File: src/rtl/fetch_unit_pkg.sv
// rtl/fetch_unit_pkg.sv - fetch unit shared types, FSM states and bundle geometry helpers
package vliw_fetch_pkg;

    typedef enum logic [1:0] {
        IDLE,
        REQ,
        GAP
    } fetch_state_t;

    localparam int DEF_NFU                     = 2;
    localparam int DEF_PHYSICAL_ADDRESS_LENGTH = 56;

    function automatic int bundle_bits(input int nfu);
        return nfu * 32;
    endfunction

    function automatic int bundle_offset(input int nfu);
        return $clog2(nfu * 4);
    endfunction

    typedef struct packed {
        logic [DEF_PHYSICAL_ADDRESS_LENGTH-1:0] pc;
        logic [DEF_NFU*32-1:0]                  bundle;
    } fetch_entry_t;

endpackage

File: src/rtl/fetch_unit_if.sv
// rtl/fetch_unit_if.sv - redirect, icache and decode handshake signals of the fetch unit
interface fetch_unit_if #(
    parameter int NFU                     = 2,
    parameter int PHYSICAL_ADDRESS_LENGTH = 56
);
    import vliw_fetch_pkg::*;

    localparam int BUNDLE_BITS = bundle_bits(NFU);

    logic                               redirect_valid;
    logic [PHYSICAL_ADDRESS_LENGTH-1:0] redirect_pc;
    logic [PHYSICAL_ADDRESS_LENGTH-1:0] ic_address;
    logic                               ic_do_fetch;
    logic                               ic_done_fetch;
    logic [BUNDLE_BITS-1:0]             ic_data;
    logic                               bundle_valid;
    logic                               bundle_ready;
    logic [BUNDLE_BITS-1:0]             bundle_data;
    logic [PHYSICAL_ADDRESS_LENGTH-1:0] bundle_pc;

    modport master (
        input  redirect_valid, redirect_pc,
        output ic_address, ic_do_fetch,
        input  ic_done_fetch, ic_data,
        output bundle_valid,
        input  bundle_ready,
        output bundle_data, bundle_pc
    );

    modport slave (
        output redirect_valid, redirect_pc,
        input  ic_address, ic_do_fetch,
        output ic_done_fetch, ic_data,
        input  bundle_valid,
        output bundle_ready,
        input  bundle_data, bundle_pc
    );

endinterface

File: src/rtl/fetch_unit_bundle_queue.sv
// rtl/fetch_unit_bundle_queue.sv - synchronous bundle FIFO with push, pop, flush and head outputs
module fetch_bundle_queue #(
    parameter int  DEPTH = 2,
    parameter int  WIDTH = 8,
    localparam int CW    = $clog2(DEPTH + 1)
) (
    input  logic             clk,
    input  logic             reset,
    input  logic             push,
    input  logic [WIDTH-1:0] push_data,
    input  logic             pop,
    input  logic             flush,
    output logic             head_valid,
    output logic [WIDTH-1:0] head_data,
    output logic [CW-1:0]    count
);
    localparam int PW = (DEPTH > 1) ? $clog2(DEPTH) : 1;

    logic [WIDTH-1:0] mem [DEPTH];
    logic [PW-1:0]    rd_ptr;
    logic [PW-1:0]    wr_ptr;
    logic             do_push;
    logic             do_pop;
    logic             full;

    function automatic logic [PW-1:0] bump(input logic [PW-1:0] p);
        return (p == PW'(DEPTH - 1)) ? '0 : p + 1'b1;
    endfunction

    assign head_valid = (count != '0);
    assign head_data  = mem[rd_ptr];
    assign full       = (count == CW'(DEPTH));
    // Flush wins over both ends, so a pop in the flush cycle is discarded.
    assign do_push    = push && !flush;
    assign do_pop     = pop && head_valid && !flush;

    always_ff @(posedge clk) begin
        if (reset) begin
            rd_ptr <= '0;
            wr_ptr <= '0;
            count  <= '0;
            for (int i = 0; i < DEPTH; i++) begin
                mem[i] <= '0;
            end
        end else if (flush) begin
            rd_ptr <= '0;
            wr_ptr <= '0;
            count  <= '0;
        end else begin
            if (do_push) begin
                mem[wr_ptr] <= push_data;
                wr_ptr      <= bump(wr_ptr);
            end
            if (do_pop) begin
                rd_ptr <= bump(rd_ptr);
            end
            if (do_push && !do_pop) begin
                count <= count + 1'b1;
            end else if (!do_push && do_pop) begin
                count <= count - 1'b1;
            end
        end
    end

    a_no_push_when_full : assert property (@(posedge clk) disable iff (reset) !(do_push && full));

endmodule

File: src/rtl/fetch_unit.sv
// rtl/fetch_unit.sv - front-end fetch stage: owns the PC, issues icache requests, queues bundles for decode
module fetch_unit
    import vliw_fetch_pkg::*;
#(
    parameter int                                 NFU                     = 2,
    parameter int                                 PHYSICAL_ADDRESS_LENGTH = 56,
    parameter logic [PHYSICAL_ADDRESS_LENGTH-1:0] RESET_PC                = '0,
    parameter int                                 QUEUE_DEPTH             = 2
) (
    input logic          clk,
    input logic          reset,
    fetch_unit_if.master bus
);
    localparam int BUNDLE_BITS   = bundle_bits(NFU);
    localparam int BUNDLE_OFFSET = bundle_offset(NFU);
    localparam int PAL           = PHYSICAL_ADDRESS_LENGTH;
    localparam int CW            = $clog2(QUEUE_DEPTH + 1);

    localparam logic [PAL-1:0] STEP       = PAL'(NFU * 4);
    localparam logic [PAL-1:0] ALIGN_MASK = ~((PAL'(1) << BUNDLE_OFFSET) - PAL'(1));

    fetch_state_t           state, state_n;
    logic [PAL-1:0]         pc, pc_n;
    logic [PAL-1:0]         addr_q, addr_n;
    logic                   fetch_q, fetch_n;
    logic                   squash, squash_n;
    logic                   push;
    logic                   flush;
    logic [CW-1:0]          q_count;
    logic [PAL+BUNDLE_BITS-1:0] head;

    always_ff @(posedge clk) begin
        if (reset) begin
            state   <= IDLE;
            pc      <= RESET_PC;
            addr_q  <= '0;
            fetch_q <= 1'b0;
            squash  <= 1'b0;
        end else begin
            state   <= state_n;
            pc      <= pc_n;
            addr_q  <= addr_n;
            fetch_q <= fetch_n;
            squash  <= squash_n;
        end
    end

    always_comb begin
        state_n  = state;
        pc_n     = pc;
        addr_n   = addr_q;
        fetch_n  = fetch_q;
        squash_n = squash;
        push     = 1'b0;
        flush    = 1'b0;
        case (state)
            IDLE: begin
                // Only issue when a slot is free, so the response can always be pushed.
                if (q_count < CW'(QUEUE_DEPTH) && !bus.redirect_valid) begin
                    addr_n  = pc;
                    fetch_n = 1'b1;
                    state_n = REQ;
                end
            end
            REQ: begin
                // Address stays frozen until done: the icache fills its line from it.
                if (bus.ic_done_fetch) begin
                    if (!squash && !bus.redirect_valid) begin
                        push = 1'b1;
                        pc_n = pc + STEP;
                    end
                    squash_n = 1'b0;
                    fetch_n  = 1'b0;
                    state_n  = GAP;
                end else if (bus.redirect_valid) begin
                    squash_n = 1'b1;
                end
            end
            GAP: begin
                state_n = IDLE;
            end
            default: begin
                state_n = IDLE;
            end
        endcase
        if (bus.redirect_valid) begin
            flush = 1'b1;
            pc_n  = bus.redirect_pc & ALIGN_MASK;
        end
    end

    fetch_bundle_queue #(
        .DEPTH (QUEUE_DEPTH),
        .WIDTH (PAL + BUNDLE_BITS)
    ) u_queue (
        .clk        (clk),
        .reset      (reset),
        .push       (push),
        .push_data  ({pc, bus.ic_data}),
        .pop        (bus.bundle_ready),
        .flush      (flush),
        .head_valid (bus.bundle_valid),
        .head_data  (head),
        .count      (q_count)
    );

    assign bus.ic_address  = addr_q;
    assign bus.ic_do_fetch = fetch_q;
    assign bus.bundle_pc   = head[PAL+BUNDLE_BITS-1:BUNDLE_BITS];
    assign bus.bundle_data = head[BUNDLE_BITS-1:0];

endmodule

File: src/flat_wrapper.sv
// flat-port wrapper written by rule: the top's interface ports become plain ports
module fetch_unit_flat import vliw_fetch_pkg::*;
#(
    parameter int                                 NFU                     = 2,
    parameter int                                 PHYSICAL_ADDRESS_LENGTH = 56,
    parameter logic [PHYSICAL_ADDRESS_LENGTH-1:0] RESET_PC                = '0,
    parameter int                                 QUEUE_DEPTH             = 2
)
  (clk, reset, bus_redirect_valid, bus_redirect_pc, bus_ic_address, bus_ic_do_fetch, bus_ic_done_fetch, bus_ic_data, bus_bundle_valid, bus_bundle_ready, bus_bundle_data, bus_bundle_pc);
  fetch_unit_if #(.NFU(NFU), .PHYSICAL_ADDRESS_LENGTH(PHYSICAL_ADDRESS_LENGTH)) bus_i ();
  input logic clk;
  input logic reset;
  input wire logic [$bits(bus_i.redirect_valid)-1:0] bus_redirect_valid;
  input wire logic [$bits(bus_i.redirect_pc)-1:0] bus_redirect_pc;
  output wire logic [$bits(bus_i.ic_address)-1:0] bus_ic_address;
  output wire logic [$bits(bus_i.ic_do_fetch)-1:0] bus_ic_do_fetch;
  input wire logic [$bits(bus_i.ic_done_fetch)-1:0] bus_ic_done_fetch;
  input wire logic [$bits(bus_i.ic_data)-1:0] bus_ic_data;
  output wire logic [$bits(bus_i.bundle_valid)-1:0] bus_bundle_valid;
  input wire logic [$bits(bus_i.bundle_ready)-1:0] bus_bundle_ready;
  output wire logic [$bits(bus_i.bundle_data)-1:0] bus_bundle_data;
  output wire logic [$bits(bus_i.bundle_pc)-1:0] bus_bundle_pc;
  assign bus_i.redirect_valid = bus_redirect_valid;
  assign bus_i.redirect_pc = bus_redirect_pc;
  assign bus_ic_address = bus_i.ic_address;
  assign bus_ic_do_fetch = bus_i.ic_do_fetch;
  assign bus_i.ic_done_fetch = bus_ic_done_fetch;
  assign bus_i.ic_data = bus_ic_data;
  assign bus_bundle_valid = bus_i.bundle_valid;
  assign bus_i.bundle_ready = bus_bundle_ready;
  assign bus_bundle_data = bus_i.bundle_data;
  assign bus_bundle_pc = bus_i.bundle_pc;
  fetch_unit #(.NFU(NFU), .PHYSICAL_ADDRESS_LENGTH(PHYSICAL_ADDRESS_LENGTH), .RESET_PC(RESET_PC), .QUEUE_DEPTH(QUEUE_DEPTH)) u_core (.clk(clk), .reset(reset), .bus(bus_i));
endmodule
File: config.mk
export PLATFORM = sky130hd
export DESIGN_NAME = fetch_unit_flat
export DESIGN_NICKNAME = d
export VERILOG_FILES = /design/src/rtl/fetch_unit_pkg.sv /design/src/rtl/fetch_unit_if.sv /design/src/rtl/fetch_unit_bundle_queue.sv /design/src/rtl/fetch_unit.sv /design/src/flat_wrapper.sv
export SDC_FILE = /design/constraint.sdc
export NUM_CORES = 1
export LEC_CHECK = 0
export ABC_AREA = 1
export CAP_MARGIN = 25
export CORE_UTILIZATION = 40
export CTS_CLUSTER_SIZE = 10
export DETAILED_ROUTE_END_ITERATION = 8
export PLACE_DENSITY = 0.6
export SKIP_CTS_REPAIR_TIMING = 1
export SLEW_MARGIN = 10
export SYNTH_ARGS = -nofsm -noshare
export SYNTH_HDL_FRONTEND = slang
export SYNTH_SLANG_ARGS = --single-unit
File: constraint.sdc
create_clock -name clk -period 15.26 [get_ports clk]
set_input_delay 3.815 -clock clk [delete_from_list [all_inputs] [get_ports clk]]
set_output_delay 3.815 -clock clk [all_outputs]
set_load 0.02 [all_outputs]
==> insert_results.sql <==
INSERT INTO impl_metrics (metric_group, metric, value, unit) VALUES
('worst_setup_path', 'worstSetupEndpointType', 'flop', ''),
('sta', 'max_clock_freq', '133', 'MHz'),
('grt', 'grt_max_degree', '72', ''),
('grt', 'globalRoute.totalOverflow', '0', ''),
('clock_network', 'clock_tree.buffer_depth', '3', ''),
('worst_setup_path', 'critical_path_class', 'in2reg', ''),
('layout', 'drive_above_1_share', '10.9', '%'),
('die', 'design.portCount', '303', ''),
('pwr', 'total_leakage_power', '0.00725', 'µW'),
('sta', 'hold_viol_final', '0', ''),
('synth', 'postSynth.asyncResetShare', '0', '%'),
('sta', 'final.period_utilization', '49.3', '%'),
('synth', 'netlist.top_cell.by_area', 'sky130_fd_sc_hd__edfxtp_1', ''),
('clock_network', 'clk_root_buffer_cell', 'sky130_fd_sc_hd__clkbuf_16', ''),
('layout', 'syn2layout_area_growth', '29.4', '%'),
('synth', 'synth-edff-count', '234', ''),
('worst_setup_path', 'timing.critical_path.arrival', '7.71', 'ns'),
('route', 'routed_wirelength', '44300', 'µm'),
('synth', 'synth_top_flop_cell', 'sky130_fd_sc_hd__edfxtp_1', ''),
('route', 'vias', '12000', ''),
('die', 'dieWidth', '199', 'µm'),
('grt', 'vias_in_the_first_global_route', '11300', ''),
('synth', 'synth_xor_area_share', '0.963', '%'),
('route', 'first_iter_violations', '881', ''),
('synth', 'synth-adder-area-share', '0.162', '%'),
('synth', 'synth_area_in_compound_gates', '8.41', '%'),
('die', 'vertical_die_dimension', '199', 'µm'),
('sta', 'finalMaxSlewViolations', '0', ''),
('die', 'die_area', '39400', 'µm²'),
('synth', 'synthesis.area', '15500', 'µm²'),
('sta', 'finClkSkew', '0.00931', 'ns'),
('sta', 'worst_pin_slew', '1.02', 'ns'),
('placement', 'placedInstanceArea', '18800', 'µm²'),
('pwr', 'swShare', '24.2', '%'),
('pwr', 'power-per-cell-area', '111', 'nW/µm²'),
('route', 'drc', '0', ''),
('synth', 'synth.area.top_cells', 'sky130_fd_sc_hd__edfxtp_1 45%, sky130_fd_sc_hd__dfxtp_1 15%, sky130_fd_sc_hd__mux2_2 8.5%', ''),
('synth', 'yosysUniqueCellTypes', '35', ''),
('die', 'initial_core_util', '40.8', '%'),
('placement', 'place.detailed.hpwl', '29100', 'µm'),
('pwr', 'p_seq_share', '48.5', '%'),
('synth', 'average_cell_area_after_synthesis', '9.97', 'µm²'),
('sta', 'setup_repair_after_global_routing_missed_its_margin', 'false', ''),
('pwr', 'power.ir.vdd_worst', '61.9', 'µV'),
('sta', 'worst_hold_slack', '0.472', 'ns'),
('grt', 'first_pass_grt_wire_length', '65500', 'µm'),
('synth', 'postSynthCellCount', '1550', ''),
('route', 'postRouteAntennaNets', '0', ''),
('sta', 'setup_tns', '0', 'ns'),
('placement', 'port_buffers', '293', ''),
('status', 'outcome', 'complete, no violations', ''),
('die', 'area_of_the_core_region', '37800', 'µm²'),
('pwr', 'net-switching-power', '539', 'µW'),
('synth', 'yosys.area.top_type_share', '45.5', '%'),
('sta', 'relSlewSlack', '32.0', '%'),
('synth', 'synth_sequential_area_ratio', '60.3', '%'),
('run', 'max_cap_violations', '0', ''),
('min_path', 'hold_crit_path_type', 'reg2reg', ''),
('clock_network', 'clock_sinks', '349', ''),
('placement', 'place_congestion', '0.863', ''),
('synth', 'synth_simple_gate_area_share', '15.6', '%'),
('clock_network', 'post_cts_clock_slew_at_the_launch_and_capture_registers_of_the_worst_setup_and_hold_paths', '0.06', 'ns'),
('die', 'placementRows', '71', ''),
('worst_setup_path', 'worst_setup_path_start_kind', 'primary input', ''),
('layout', 'nets', '1945', ''),
('synth', 'post_synth_most_frequent_cells', '343 x sky130_fd_sc_hd__nor2_1, 234 x sky130_fd_sc_hd__edfxtp_1, 180 x sky130_fd_sc_hd__nand2_1', ''),
('grt', 'grt_antenna_before_repair', '3', ''),
('clock_network', 'cts_tree', 'built', ''),
('synth', 'synth_most_common_cell', 'sky130_fd_sc_hd__nor2_1', ''),
('pwr', 'share_comb_of_total_power', '10.9', '%'),
('route', 'routed_wire_length_per_instance', '18.8', 'µm');
[flip-flops by register name, summed over array words and instances, names as in the netlist, named ones only]
name and cells:
u_core.bus.ic_address 53, u_core.bus.ic_do_fetch 1, u_core.u_queue.rd_ptr 1, u_core.pc 53, u_core.u_queue.wr_ptr 1, u_core.u_queue.count 2
u_core.state 2, u_core.squash 1, u_core.u_queue.mem 234
[cells by family after synthesis]
kind of cell    Yosys count
compound gates          241
other cells               1
mux                     117
fa+ha+maj                 2
xor+xnor                 17
buf+inv                 225
simple gates            598
flops                   349
[worst max-delay path, cell delays in order]
cell                      delay [ns]
sky130_fd_sc_hd__buf_2          0.42
sky130_fd_sc_hd__inv_1          0.14
sky130_fd_sc_hd__buf_4          0.39
sky130_fd_sc_hd__nand2_4        0.15
sky130_fd_sc_hd__inv_2          0.58
sky130_fd_sc_hd__nand3_4        0.72
sky130_fd_sc_hd__nand2_4        0.69
sky130_fd_sc_hd__buf_4          0.64
[per-layer routing]
layer  vias to the layer above  track usage, %  share of wire, %
met1                      5744            29.4                43
met4                         0            8.69               2.6
met2                       414            35.6                47
li1                       5748               -                 -
met3                        64            3.95               7.1
met5                         -               0                 0
[power by group through the flow]
stage | registers (µW) | logic (µW) | clock network [µW]
6_report | 1080 | 242 | 905
3_5_place_dp | 1100 | 244 | 0
5_1_grt | 1080 | 260 | 963
3_3_place_gp | 1100 | 243 | 0
2_1_floorplan | 1110 | 108 | 0
4_1_cts | 1080 | 245 | 927
[through the flow]
step / util, % / total power [µW] / instances / setup WS, ns
floorplan: - / 1220 / 1555 / 7.53
global placement: 49.6 / 1340 / 2285 / 7.11
detailed placement: 49.6 / 1340 / 2285 / 7.08
CTS: 52.8 / 2250 / 2362 / 7.65
global route: 52.9 / 2310 / 2364 / 7.41
finish: 52.9 / 2220 / 2364 / 7.73
[final cells by class]
class                   instances  area [µm²]
fillers                      3449       17800
flip-flops and latches        349        9330
multi-input cells             981        5270
repair buffers                304        3010
clock buffers                  72        1180
well taps                     511         639
inverters                     140         526
clock inverters                 5        32.5
diodes                          2        5.00
[cells in the final DEF (no fill, tap or decap), drive strengths merged, types with 12 or more instances in the layout]
cell,instances
xor2,17
clkbuf,72
o21ai,90
nor2,351
edfxtp,234
a21oi,110
dfxtp,115
nand3,45
mux2,117
inv,142
buf,12
clkdlybuf4s50,292
a22oi,24
nand2,184
[path summary, 6_finish.rpt]
path / startpoint / end / slack, ns / cells after the start
setup reg to reg: u_core.state[0] / u_core.u_queue.mem[0][111] / 11.06 / 9
hold / removal: u_core.u_queue.rd_ptr / flop / 0.47 / 2
setup / recovery: bus_redirect_valid / u_core.u_queue.mem[0][111] / 7.73 / 8
hold reg to reg: u_core.u_queue.rd_ptr / flop / 0.47 / 2
Note: power is estimated with default switching activity, not from simulation.
